**src/rtl/adpll_pkg.sv**
```systemverilog
// adpll_pkg: shared types and default constants for the ADPLL controller.
//   state_e  - controller states (IDLE, SEARCH, TRACK, LOCKED)
//   dir_e    - classified phase-detector decision (NONE, UP, DN)
//   DEF_*    - default parameter values used by adpll_ctrl
//   classify - maps synchronized up/down flags onto a decision
package adpll_pkg;

  typedef enum logic [1:0] {
    ST_IDLE   = 2'd0,
    ST_SEARCH = 2'd1,
    ST_TRACK  = 2'd2,
    ST_LOCKED = 2'd3
  } state_e;

  typedef enum logic [1:0] {
    DIR_NONE = 2'd0,
    DIR_UP   = 2'd1,
    DIR_DN   = 2'd2
  } dir_e;

  localparam int DEF_CODE_W     = 7;
  localparam int DEF_SETTLE     = 4;
  localparam int DEF_LOCK_CNT   = 8;
  localparam int DEF_UNLOCK_CNT = 4;

  // Both flags high (or both low) is ambiguous and treated as no decision.
  function automatic dir_e classify(input logic up, input logic dn);
    if (up && !dn) begin
      return DIR_UP;
    end else if (!up && dn) begin
      return DIR_DN;
    end else begin
      return DIR_NONE;
    end
  endfunction

endpackage

```
**src/rtl/flag_sync.sv**
```systemverilog
// flag_sync: two-flop synchronizer for an asynchronous PFD flag.
//   clk   - destination clock
//   rst_b - synchronous active-low reset, clears both stages
//   d     - asynchronous input
//   q     - synchronized output (two clk cycles of latency)
module flag_sync (
  input  logic clk,
  input  logic rst_b,
  input  logic d,
  output logic q
);
  logic s1_q, s1_d;
  logic s2_q, s2_d;

  always_comb begin
    s1_d = d;
    s2_d = s1_q;
  end

  always_ff @(posedge clk) begin
    if (!rst_b) begin
      s1_q <= 1'b0;
      s2_q <= 1'b0;
    end else begin
      s1_q <= s1_d;
      s2_q <= s2_d;
    end
  end

  assign q = s2_q;
endmodule

```
**src/rtl/adpll_ctrl.sv**
```systemverilog
// adpll_ctrl: digital loop controller for an all-digital PLL.
// A binary search finds the DCO code coarsely, then the loop tracks with
// +/-1 steps and declares lock after enough consecutive direction reversals.
//   IN_clk      - reference clock (only clock)
//   RESET_b     - synchronous active-low reset
//   EN          - loop enable; low forces IDLE
//   flagU/flagD - asynchronous PFD flags (raise / lower frequency)
//   DCO_code    - DCO control word, higher code = higher frequency
//   search_done - binary search finished
//   lock        - loop locked
module adpll_ctrl
  import adpll_pkg::*;
#(
  parameter int CODE_W     = DEF_CODE_W,
  parameter int SETTLE     = DEF_SETTLE,
  parameter int LOCK_CNT   = DEF_LOCK_CNT,
  parameter int UNLOCK_CNT = DEF_UNLOCK_CNT
) (
  input  logic              IN_clk,
  input  logic              RESET_b,
  input  logic              EN,
  input  logic              flagU,
  input  logic              flagD,
  output logic [CODE_W-1:0] DCO_code,
  output logic              search_done,
  output logic              lock
);

  localparam int STEP_W = CODE_W - 1;
  localparam int SET_W  = (SETTLE > 2) ? $clog2(SETTLE) : 1;
  localparam int REV_W  = $clog2(LOCK_CNT + 1);
  localparam int RUN_W  = $clog2(UNLOCK_CNT + 1);

  localparam logic [CODE_W-1:0] CODE_MID  = {1'b1, {(CODE_W-1){1'b0}}};
  localparam logic [STEP_W-1:0] STEP_INIT = {1'b1, {(STEP_W-1){1'b0}}};
  localparam logic [SET_W-1:0]  SETTLE_LD = SET_W'(SETTLE - 1);

  function automatic logic [CODE_W-1:0] sat_add(input logic [CODE_W-1:0] a,
                                                input logic [CODE_W-1:0] b);
    logic [CODE_W:0] s;
    s = {1'b0, a} + {1'b0, b};
    return s[CODE_W] ? {CODE_W{1'b1}} : s[CODE_W-1:0];
  endfunction

  function automatic logic [CODE_W-1:0] sat_sub(input logic [CODE_W-1:0] a,
                                                input logic [CODE_W-1:0] b);
    return (a < b) ? {CODE_W{1'b0}} : (a - b);
  endfunction

  logic up_s, dn_s;

  flag_sync u_sync_up (
    .clk   (IN_clk),
    .rst_b (RESET_b),
    .d     (flagU),
    .q     (up_s)
  );

  flag_sync u_sync_dn (
    .clk   (IN_clk),
    .rst_b (RESET_b),
    .d     (flagD),
    .q     (dn_s)
  );

  state_e            state_q,  state_d;
  logic [CODE_W-1:0] code_q,   code_d;
  logic [STEP_W-1:0] step_q,   step_d;
  logic [SET_W-1:0]  settle_q, settle_d;
  logic [REV_W-1:0]  rev_q,    rev_d;
  logic [RUN_W-1:0]  run_q,    run_d;
  dir_e              last_q,   last_d;
  logic              done_q,   done_d;
  logic              lock_q,   lock_d;

  dir_e              dir;
  logic [CODE_W-1:0] delta;
  logic [CODE_W-1:0] code_step;
  logic [REV_W-1:0]  rev_nxt;
  logic [RUN_W-1:0]  run_nxt;

  always_comb begin
    dir       = classify(up_s, dn_s);
    // Binary search moves by the current step; tracking moves by one LSB.
    delta     = (state_q == ST_SEARCH) ? CODE_W'(step_q) : CODE_W'(1);
    code_step = (dir == DIR_UP) ? sat_add(code_q, delta) : sat_sub(code_q, delta);
    rev_nxt   = (dir != last_q) ? (rev_q + REV_W'(1)) : '0;
    run_nxt   = (dir == last_q) ? (run_q + RUN_W'(1)) : RUN_W'(1);

    state_d  = state_q;
    code_d   = code_q;
    step_d   = step_q;
    settle_d = settle_q;
    rev_d    = rev_q;
    run_d    = run_q;
    last_d   = last_q;
    done_d   = done_q;
    lock_d   = lock_q;

    if (!EN) begin
      // Disable wins over any decision pending this cycle.
      state_d  = ST_IDLE;
      code_d   = CODE_MID;
      step_d   = STEP_INIT;
      settle_d = '0;
      rev_d    = '0;
      run_d    = '0;
      last_d   = DIR_NONE;
      done_d   = 1'b0;
      lock_d   = 1'b0;
    end else if (state_q == ST_IDLE) begin
      state_d  = ST_SEARCH;
      code_d   = CODE_MID;
      step_d   = STEP_INIT;
      settle_d = SETTLE_LD;
    end else if (settle_q != '0) begin
      settle_d = settle_q - SET_W'(1);
    end else begin
      // Decision cycle: the new code becomes visible on the next cycle.
      settle_d = SETTLE_LD;
      if (dir != DIR_NONE) begin
        code_d = code_step;
        last_d = dir;
        case (state_q)
          ST_SEARCH: begin
            step_d = step_q >> 1;
            if (step_q == STEP_W'(1)) begin
              done_d  = 1'b1;
              state_d = ST_TRACK;
            end
          end
          ST_TRACK: begin
            rev_d = rev_nxt;
            if (rev_nxt == REV_W'(LOCK_CNT)) begin
              state_d = ST_LOCKED;
              lock_d  = 1'b1;
              // The locking decision opens the same-direction run.
              run_d   = RUN_W'(1);
            end
          end
          ST_LOCKED: begin
            run_d = run_nxt;
            if (run_nxt == RUN_W'(UNLOCK_CNT)) begin
              state_d = ST_TRACK;
              lock_d  = 1'b0;
              rev_d   = '0;
              run_d   = '0;
            end
          end
          default: begin
          end
        endcase
      end
    end
  end

  always_ff @(posedge IN_clk) begin
    if (!RESET_b) begin
      state_q  <= ST_IDLE;
      code_q   <= CODE_MID;
      step_q   <= STEP_INIT;
      settle_q <= '0;
      rev_q    <= '0;
      run_q    <= '0;
      last_q   <= DIR_NONE;
      done_q   <= 1'b0;
      lock_q   <= 1'b0;
    end else begin
      state_q  <= state_d;
      code_q   <= code_d;
      step_q   <= step_d;
      settle_q <= settle_d;
      rev_q    <= rev_d;
      run_q    <= run_d;
      last_q   <= last_d;
      done_q   <= done_d;
      lock_q   <= lock_d;
    end
  end

  assign DCO_code    = code_q;
  assign search_done = done_q;
  assign lock        = lock_q;

endmodule

```
**config.mk**
```make
export PLATFORM = sky130hd
export DESIGN_NAME = adpll_ctrl
export DESIGN_NICKNAME = d
export VERILOG_FILES = /design/src/rtl/adpll_pkg.sv /design/src/rtl/flag_sync.sv /design/src/rtl/adpll_ctrl.sv
export SDC_FILE = /design/constraint.sdc
export NUM_CORES = 1
export LEC_CHECK = 0
export BUFFER_PORTS_ARGS = -buffer_cell sky130_fd_sc_hd__buf_4
export CAP_MARGIN = 20
export CORE_ASPECT_RATIO = 0.7
export CORE_MARGIN = 1.5
export CORE_UTILIZATION = 55
export CTS_CLUSTER_SIZE = 30
export DETAILED_ROUTE_END_ITERATION = 10
export PLACE_DENSITY = 0.73
export SLEW_MARGIN = 10
export SYNTH_ARGS = -nofsm -noshare
export SYNTH_HDL_FRONTEND = slang
export SYNTH_SLANG_ARGS = --single-unit
```
**constraint.sdc**
```tcl
create_clock -name IN_clk -period 2.77 [get_ports IN_clk]
set_clock_uncertainty 0.15 [all_clocks]
set_input_delay 0.277 -clock IN_clk [delete_from_list [all_inputs] [get_ports IN_clk]]
set_output_delay 0.277 -clock IN_clk [all_outputs]
set_load 0.005 [all_outputs]
```
==> summary.txt, run 1 <==
Outcome
  • Outcome: finished clean

Route
  • Pre-Repair DR Iteration Count: 5
  • Initial DRC count: 129
  • Post-route met1 wirelength: 2.49 mm
  • Drt drc: 0
  • Met3 wire length: 471 um
  • Final WL: 4.99 mm
  • Vias per cell: 5.86
  • Highest metal used: met4
  • WL/cell: 15.4 um
  • Vias: 1,905
  • Met2 wire len: 2.01 mm
  • Routed Antenna Nets: 0

Clocking
  • CTS clk-pin slew, worst paths: 0.07 ns
  • Clock Path Buffers: 2
  • CTS tree: done
  • CTS Hold Bufs: 0
  • CTS buffer count: 5
  • Clk sink count: 32
  • Setup bufs post-CTS: 0
  • Clock root cell: clkbuf_8
  • Clk_lat worst skew: 0.28 ns
  • Max H-tree Level: 2

Power and ir drop
  • Sequential share of power: 0.448
  • Leakage power: 0.000967 uW
  • Comb power frac: 0.089
  • Cell area power density: 437 nW/um^2
  • Max VDD drop: 0.000328 V
  • Clock share of power: 0.464
  • NetSw: 230 uW
  • Switching Share: 0.219
  • Internal Power: 819 uW
  • Post-layout power: 1050 uW

STA
  • Period minus WS final: 2.57 ns
  • Slew HR: 0.515
  • Final setup violation count: 0
  • Crit share post-route: 0.927
  • Slew Limit Fails: 0
  • Fin. Hold Viols: 0
  • F_max: 0.390 GHz
  • Setup ws final: 0.203 ns
  • Slew @ Worst Pin: 0.722 ns
  • Setup TNS: 0 ns

Logic synthesis
  • Ys flop type: dfxtp_1
  • Post-synthesis simple-gate area fraction: 0.211
  • Synth warnings: 0
  • Post-Synth Adder-Cell Area: 0.125
  • Post-synthesis xor/xnor area fraction: 0.0455
  • Mapped Cells: 258
  • Synth Cell Area: 2120 um^2
  • Synth Register Bits: 32
  • Sequential share of the synthesized area: 0.302
  • Share of synthesized flip-flops with an asynchronous set or reset: 0
  • Number of flops mapped to enable cells by yosys: 0
  • Cell variety after synth: 55
  • Largest family of logic cells by synthesized area: compound AO/OA/AOI/OAI gates
  • Post-synthesis mux area share: 0.00473
  • Synth Area in Compound Gates: 0.253
  • Mapped Avg Cell Area: 8.21 um^2
  • Syn_nets: 283

Worst setup path
  • Crit path cell chain: nor2_2 > nand2_1 > inv_1 > ha_1 > a21o_1 > a31oi_2 > a2111oi_2 > a311oi_2 > a31oi_1
  • Critical path type: flop to flop
  • CP required: 2.76 ns
  • Worst endpoint data arrival time: 2.56 ns
  • Slowest CP cell: dfxtp_1
  • CP Launch Type: flop
  • Worst setup EP type: flop
  • Max stage delay on crit path: 0.51 ns
  • Max FO, Critical Path: 10

Cells and area
  • Area Growth Syn to Fin: 13.3%
  • Fin area: 2400 um^2
  • N_diodes: 0
  • Most frequent cells in the layout: nand2_1 (37), dfxtp_1 (32), inv_1 (22)
  • Nets@finish: 299
  • Layout Cells excl Fill: 325
  • Commonest non-fill, non-tap cell in the layout: nand2_1
  • Layout cells sized above 1: 0.145

Die
  • IO Pins: 14
  • Die ar.: 4240 um^2
  • Die Wd: 77.2 um
  • Initial core utilization: 0.588
  • Die height: 54.9 um
  • Core area: 3600 um^2
  • FP Rows: 18

Global routing
  • Initial antenna violation count: 0
  • GRT Residual Overflow: 0
  • Overall global routing resource usage: 0.246
  • Vias in the first global route: 1,641
  • First-pass GRT wire length: 7.98 mm
  • Largest net degree at the start of global routing: 14

Flow run
  • Max-capacitance violation count: 0

Place
  • Inst Count DP: 317
  • Post-DP Area: 2270 um^2
  • Gp weighted congestion: 1.01
  • Port buffer count: 13
  • Place WS: 0.150 ns
  • DP HPWL: 3.82 mm

Min path
  • Path category of the worst min-delay check: input port to flop
[power groups by stage]
stage	Combinational, uW	Clock (uW)	Sequential, uW
floorplan	64.5	0	479
global placement	89.6	0	480
detailed placement	90.1	0	480
CTS	90.9	494	470
global route	103	508	470
finish	92.9	487	470
[synthesized netlist by cell type (2+ instances only)]
cell type   n  area, um^2
a211oi_1    2        15.0
a21oi_1    18        90.1
a311oi_1    2        17.5
a31oi_1     9        56.3
and2_1      5        31.3
buf_2       5        25.0
clkbuf_1    3        11.3
dfxtp_1    32         641
fa_1        2        40.0
ha_1       18         225
inv_1      22        82.6
nand2_1    37         139
nand2b_1    4        25.0
nand3_1     5        25.0
nand4_1     4        25.0
nor2_1     16        60.1
nor2b_1     2        12.5
nor3_1      5        25.0
nor3b_1     2        15.0
o2111ai_1   4        35.0
o211ai_1    6        45.0
o21ai_0    12        60.1
o21bai_1    2        15.0
xnor2_1     5        43.8
xor2_1      6        52.6
[worst paths after layout]
kind                            slack, ns      startpoint  cells past startpoint             end
worst max-delay path                 0.20      state_q[1]                      9     DCO_code[2]
worst min-delay path                 0.05           flagD                      2  u_sync_dn.s1_q
worst max register to register       0.20      state_q[1]                      9     DCO_code[2]
worst min register to register       0.28  u_sync_dn.s1_q                      1     u_sync_dn.q
[cell families (layout without fill, tap and decap cells)]
kind of cell,count (synthesis),count (layout)
AO/OA/AOI/OAI,72,72
XOR/XNOR,11,11
adder cells (fa/ha/maj),20,20
buffers and inverters,31,48
flip-flops,32,32
multiplexers,1,1
AND/OR/NAND/NOR,91,91
[worst max-delay path, delay by kind of cell (launching register included)]
family,cells,cell delay (ns)
buffers and inverters,1,0.04
flip-flops,1,0.51
AND/OR/NAND/NOR,2,0.23
AO/OA/AOI/OAI,5,1.13
adder cells (fa/ha/maj),1,0.38
[registers in the layout, summed over array words and instances (netlist names)]
register        flops
DCO_code            7
rev_q               4
search_done         1
settle_q            2
u_sync_dn.s1_q      1
run_q               3
last_q              2
state_q             2
step_q              6
lock                1
u_sync_up.q         1
u_sync_dn.q         1
u_sync_up.s1_q      1
[metal layers]
layer | GRT usage | up-vias
li1 | - | 943
met1 | 0.363 | 888
met2 | 0.373 | 70
met3 | 0.0590 | 4
met4 | 0.0364 | 0
met5 | 0 | -
[through the flow]
step,utilization,hold WS (ns)
2_1_floorplan,-,0.249
4_1_cts,0.666,0.0451
3_3_place_gp,0.631,0.264
3_5_place_dp,0.631,0.271
6_report,0.666,0.0510
5_1_grt,0.666,0.0467
[final cells by class]
class,instances,area (um^2)
Clock buffer,7,96.3
Clock inverter,1,30.0
Fill cell,304,1200
Inverter,23,86.3
Multi-Input combinational cell,195,1360
Sequential cell,32,641
Tap cell,50,62.6
Timing Repair Buffer,17,128
[repair_timing]
item / 4_1_cts / 5_1_grt
endpoints found under the hold margin: 0 / 0
setup endpoints to repair: 0 / 4
gates resized for setup: 0 / 1
Note: power is estimated with default switching activity, not from simulation.
==> inputs of run 2 (changes only) <==
- clock period: 2.77 -> 2.6 ns (I/O delays scaled with it)
==> run 2 against run 1 <==
Effect of this change: clock power is 7.2% higher; maximum frequency is 3.7% higher; highest routed layer unchanged; die area stayed put; sequential share of layout area is 0.53 points lower; critical path type unchanged; hold slack worse by 0.017 ns; setup slack worse by 0.078 ns.
==> summary.txt, run 2 (synthesis gave the netlist of run 1 again) <==
Outcome
  • Outcome: finished clean (unchanged)

STA
  • Period minus WS final: 2.48 ns (was 2.57 ns)
  • Crit share post-route: 0.952 (was 0.927)
  • Slew HR: 0.641 (was 0.515)
  • Slew Limit Fails: 0 (unchanged)
  • F_max: 0.404 GHz (was 0.390 GHz)
  • Final setup violation count: 0 (unchanged)
  • Fin. Hold Viols: 0 (unchanged)
  • Slew @ Worst Pin: 0.537 ns (was 0.722 ns)

Clocking
  • CTS buffer count: 5 (unchanged)
  • CTS clk-pin slew, worst paths: 0.07 ns (about the same)
  • Clk_lat worst skew: 0.28 ns (about the same)
  • Clock Path Buffers: 2 (unchanged)
  • Max H-tree Level: 2 (unchanged)
  • CTS tree: done (unchanged)
  • Clk sink count: 32 (unchanged)
  • Clock root cell: clkbuf_8 (unchanged)

Route
  • Drt drc: 0 (unchanged)
  • Vias per cell: 5.82 (was 5.86)
  • WL/cell: 15.3 um (was 15.4 um)
  • Initial DRC count: 143 (was 129)
  • Pre-Repair DR Iteration Count: 5 (unchanged)
  • Vias: 1,915 (was 1,905)
  • Routed Antenna Nets: 0 (unchanged)
  • Final WL: 5.04 mm (was 4.99 mm)

Cells and area
  • Layout Cells excl Fill: 329 (was 325)
  • Nets@finish: 303 (was 299)
  • Layout cells sized above 1: 0.165 (was 0.145)
  • Fillcell total: 301 (was 304)
  • Commonest non-fill, non-tap cell in the layout: nand2_1 (unchanged)
  • Most frequent cells in the layout: nand2_1 (37), dfxtp_1 (32), inv_1 (22) (unchanged)
  • N_diodes: 0 (unchanged)
  • Area Growth Syn to Fin: 15.7% (was 13.3%)
  • Max reg flops: 7 (unchanged)

Die
  • Die Wd: 77.2 um (unchanged)
  • FP Rows: 18 (unchanged)
  • Die ar.: 4240 um^2 (unchanged)
  • Die height: 54.9 um (unchanged)
  • Core area: 3600 um^2 (unchanged)
  • Initial core utilization: 0.588 (unchanged)
  • IO Pins: 14 (unchanged)

Worst setup path
  • CP Launch Type: flop (unchanged)
  • Max FO, Critical Path: 7 (was 10)
  • Worst endpoint data arrival time: 2.54 ns (was 2.56 ns)
  • Worst setup EP type: flop (unchanged)
  • Critical path type: flop to flop (unchanged)
  • CP required: 2.67 ns (was 2.76 ns)

Place
  • DP HPWL: 3.74 mm (was 3.82 mm)
  • Inst Count DP: 319 (was 317)
  • Gp weighted congestion: 0.921 (was 1.01)
  • Port buffer count: 13 (unchanged)

Power and ir drop
  • Max VDD drop: 0.000391 V (was 0.000328 V)
  • Post-layout power: 1120 uW (was 1050 uW)
  • Leakage power: 0.000989 uW (was 0.000967 uW)
  • Cell area power density: 459 nW/um^2 (was 437 nW/um^2)

Flow run
  • Max-capacitance violation count: 0 (unchanged)

Global routing
  • Largest net degree at the start of global routing: 15 (was 14)
  • GRT Residual Overflow: 0 (unchanged)
  • First-pass GRT wire length: 7.91 mm (was 7.98 mm)
  • Vias in the first global route: 1,613 (was 1,641)
  • Overall global routing resource usage: 0.249 (was 0.246)
  • Initial antenna violation count: 0 (unchanged)

Min path
  • Path category of the worst min-delay check: input port to flop (unchanged)
## run 2: changes by cell type in the layout (fill, tap and decap cells not counted), sizes merged
cell	previous run	this run
buf	17	21
## run 2: path summary, 6_finish.rpt
path | endpoint | depth (start not counted) | slack, ns | start
max reg2reg | DCO_code[5] | 9 | 0.12 | state_q[0]
min | u_sync_up.s1_q | 2 | 0.03 | flagU
max | DCO_code[5] | 9 | 0.12 | state_q[0]
min reg2reg | u_sync_up.q | 1 | 0.28 | u_sync_up.s1_q
## run 2: timing repair
item                                    CTS  global route
hold buffers                              0             0
endpoints found under the setup margin    4             7
gates resized for setup                   1             4
pin swaps                                 0             3
endpoints found under the hold margin     0             0
setup buffers                             0             2
## run 2: power by group
| part | internal, uW | switching [uW] |
|---|---|---|
| combinational | 38.9 | 63.0 |
| clock | 338 | 183 |
| sequential | 497 | 3.59 |
## run 2: stage by stage
step / cell area (um^2) / worst slack [ns] / utilization / TNS, ns / hold slack, ns
after floorplan: 2120 / 0.120 / - / 0 / 0.232
after global placement: 2290 / 0.0622 / 0.635 / 0 / 0.264
after detailed placement: 2290 / -0.0161 / 0.635 / -0.0464 / 0.272
after CTS: 2420 / 0.0488 / 0.670 / 0 / 0.0293
after global routing: 2450 / -0.0195 / 0.680 / -0.0498 / 0.0320
final: 2450 / 0.125 / 0.680 / 0 / 0.0343
## run 2: layout make-up
type / instances / area, um^2 / share of cell area
flip-flops and latches: 32 / 641 / 0.261
clock buffers: 7 / 96.3 / 0.0393
inverters: 23 / 86.3 / 0.0352
repair buffers: 21 / 158 / 0.0644
well taps: 50 / 62.6 / 0.0255
multi-input cells: 195 / 1380 / 0.562
clock inverters: 1 / 30.0 / 0.0123
## run 2: metal layers
| layer | up-vias | share of wire | global-route usage |
|---|---|---|---|
| li1 | 952 | - | - |
| met2 | 64 | 0.41 | 0.351 |
| met4 | 0 | 0.0038 | 0.0576 |
| met3 | 2 | 0.083 | 0.0787 |
| met5 | - | 0 | 0 |
| met1 | 897 | 0.51 | 0.367 |
## run 2: critical path, stage by stage (launching register included)
cell,delay (ns)
dfxtp_1,0.35
inv_2,0.09
nor2_4,0.14
nand2_1,0.16
ha_1,0.35
nor2b_1,0.14
o211ai_1,0.26
a21boi_2,0.18
o41a_1,0.44
a21oi_2,0.14
==> inputs of run 3 (changes only) <==
- clock period: 2.6 -> 3.05 ns (I/O delays scaled with it)
==> run 3 against run 2 <==
Effect of this change: register-to-register slack better by 0.28 ns; cell count down 1.8%; die area unchanged; largest power group is now sequential cells; hold slack better by 0.027 ns; clock power down 21%; setup slack better by 0.28 ns; critical path depth up 1; power down 18%; design area down 3.3%; maximum frequency down 6.4%.
==> summary.txt, run 3 (synthesis gave the netlist of run 1 again) <==
STA
  • Slew HR: 0.500 (was 0.641)
  • Setup TNS: 0 ns (unchanged)
  • F_max: 0.378 GHz (was 0.404 GHz)
  • Slew Limit Fails: 0 (unchanged)
  • RSZ-0062 raised after global routing: no
  • Final setup violation count: 0 (unchanged)
  • Period minus WS final: 2.64 ns (was 2.48 ns)
  • Setup ws final: 0.405 ns (was 0.125 ns)
  • Slew @ Worst Pin: 0.745 ns (was 0.537 ns)
  • Fin. Hold Viols: 0 (unchanged)
  • Crit share post-route: 0.867 (was 0.952)

Worst setup path
  • Worst setup EP type: flop (unchanged)
  • CP Launch Type: flop (unchanged)
  • CP required: 3.06 ns (was 2.67 ns)
  • Critical path type: flop to flop (unchanged)
  • Worst endpoint data arrival time: 2.66 ns (was 2.54 ns)
  • Max FO, Critical Path: 6 (was 7)

Min path
  • Path category of the worst min-delay check: input port to flop (unchanged)

Power and ir drop
  • Max VDD drop: 0.000283 V (was 0.000391 V)
  • Leakage power: 0.000947 uW (was 0.000989 uW)
  • Cell area power density: 389 nW/um^2 (was 459 nW/um^2)

Global routing
  • First-pass GRT wire length: 7.95 mm (was 7.91 mm)
  • Met1 GRT Util: 0.376 (was 0.367)
  • Most Used Layer, Global Route: met1 (unchanged)
  • Met3 usage: 0.0672 (was 0.0787)
  • Largest net degree at the start of global routing: 15 (unchanged)
  • GRT Residual Overflow: 0 (unchanged)
  • GR Util met2: 0.335 (was 0.351)
  • Initial antenna violation count: 0 (unchanged)
  • Vias in the first global route: 1,618 (was 1,613)
  • Overall global routing resource usage: 0.250 (was 0.249)

Cells and area
  • Fin util: 0.657 (was 0.680)
  • Fillcell total: 315 (was 301)
  • Layout cells sized above 1: 0.136 (was 0.165)
  • Max reg flops: 7 (unchanged)
  • Multi-input gate area: 1360 um^2 (was 1380 um^2)
  • Sequential Area: 641 um^2 (unchanged)
  • Commonest non-fill, non-tap cell in the layout: nand2_1 (unchanged)
  • N_diodes: 0 (unchanged)
  • Nets@finish: 297 (was 303)
  • Area Growth Syn to Fin: 11.8% (was 15.7%)
  • Most frequent cells in the layout: nand2_1 (37), dfxtp_1 (32), inv_1 (22) (unchanged)
  • Layout Cells excl Fill: 323 (was 329)

Clocking
  • Clock Path Buffers: 2 (unchanged)
  • Setup bufs post-CTS: 0 (unchanged)
  • Max H-tree Level: 2 (unchanged)
  • CTS Hold Bufs: 0 (unchanged)
  • CTS buffer count: 5 (unchanged)
  • Clock root cell: clkbuf_8 (unchanged)
  • CTS tree: done (unchanged)
  • Clk sink count: 32 (unchanged)
  • Clk_lat worst skew: 0.30 ns (was 0.28 ns)
  • PostCTS Resize Cnt: 0 (was 1)
  • CTS clk-pin slew, worst paths: 0.07 ns (about the same)

Die
  • Core area: 3600 um^2 (unchanged)
  • Die Wd: 77.2 um (unchanged)
  • FP Rows: 18 (unchanged)
  • IO Pins: 14 (unchanged)
  • Die ar.: 4240 um^2 (unchanged)
  • Initial core utilization: 0.588 (unchanged)
  • Die height: 54.9 um (unchanged)

Place
  • DP HPWL: 3.74 mm (about the same)
  • Inst Count DP: 315 (was 319)
  • Port buffer count: 13 (unchanged)
  • Place WS: 0.423 ns (was -0.0161 ns)
  • Gp weighted congestion: 0.932 (was 0.921)

Route
  • Initial DRC count: 195 (was 143)
  • Pre-Repair DR Iteration Count: 4 (was 5)
  • Final WL: 4.92 mm (was 5.04 mm)
  • WL/cell: 15.2 um (was 15.3 um)
  • Vias: 1,890 (was 1,915)
  • Drt drc: 0 (unchanged)
  • Vias per cell: 5.85 (was 5.82)
  • Routed Antenna Nets: 0 (unchanged)

Outcome
  • Outcome: finished clean (unchanged)

Flow run
  • Max-capacitance violation count: 0 (unchanged)
[run 3: cell count changes in the layout (fill, tap and decap cells not counted)]
cell        previous run  this run
nor2_1                15        16
buf_4                 21        15
ha_1                  17        18
clkbuf_8               7         5
nor2_4                 1         0
nor2b_2                2         1
clkinv_2               0         1
a31oi_4                1         0
nor2b_1                1         2
clkinvlp_4             0         1
ha_2                   1         0
a31oi_2                0         1
[run 3: through the flow]
step,power (uW),hold slack [ns],area [um^2]
floorplan,493,0.262,2120
global placement,516,0.264,2260
detailed placement,517,0.274,2260
CTS,926,0.0592,2370
global route,953,0.0551,2370
finish,920,0.0612,2370
[run 3: worst paths after layout]
| kind | from | depth (start not counted) | endpoint | slack [ns] |
|---|---|---|---|---|
| hold reg to reg | u_sync_up.s1_q | 1 | u_sync_up.q | 0.29 |
| hold / removal | flagD | 2 | u_sync_dn.s1_q | 0.06 |
| setup reg to reg | state_q[0] | 10 | DCO_code[2] | 0.41 |
| setup / recovery | state_q[0] | 10 | DCO_code[2] | 0.41 |
[run 3: power breakdown]
group	total [uW]	internal (uW)	switching (uW)	leakage, uW
Combinational	82.5	31.1	51.4	0.000634
Sequential	426	423	2.99	0.000259
Clock	412	242	170	0.0000541
Total	920	696	225	0.000947
[run 3: routing by layer]
layer	share of wire	vias to the layer above	wire length, um
met5	0	-	0
met1	0.53	878	2610
met3	0.080	7	394
met2	0.38	60	1860
met4	0.011	0	54
li1	-	945	-
[run 3: area by class of cell]
type	count	share of cell area
clock buffers	5	0.0291
clock inverters	3	0.0180
inverters	23	0.0365
multi-input cells	195	0.572
flip-flops and latches	32	0.270
well taps	50	0.0264
repair buffers	15	0.0475
[run 3: worst max-delay path, stage by stage (launching register included)]
cell and delay [ns]:
dfxtp_1 0.34, inv_2 0.08, nor2_1 0.30, nand2_1 0.13, inv_1 0.07, ha_1 0.31
a21o_1 0.24, a31oi_2 0.29, a2111oi_2 0.13, a311oi_2 0.33, a31oi_1 0.13
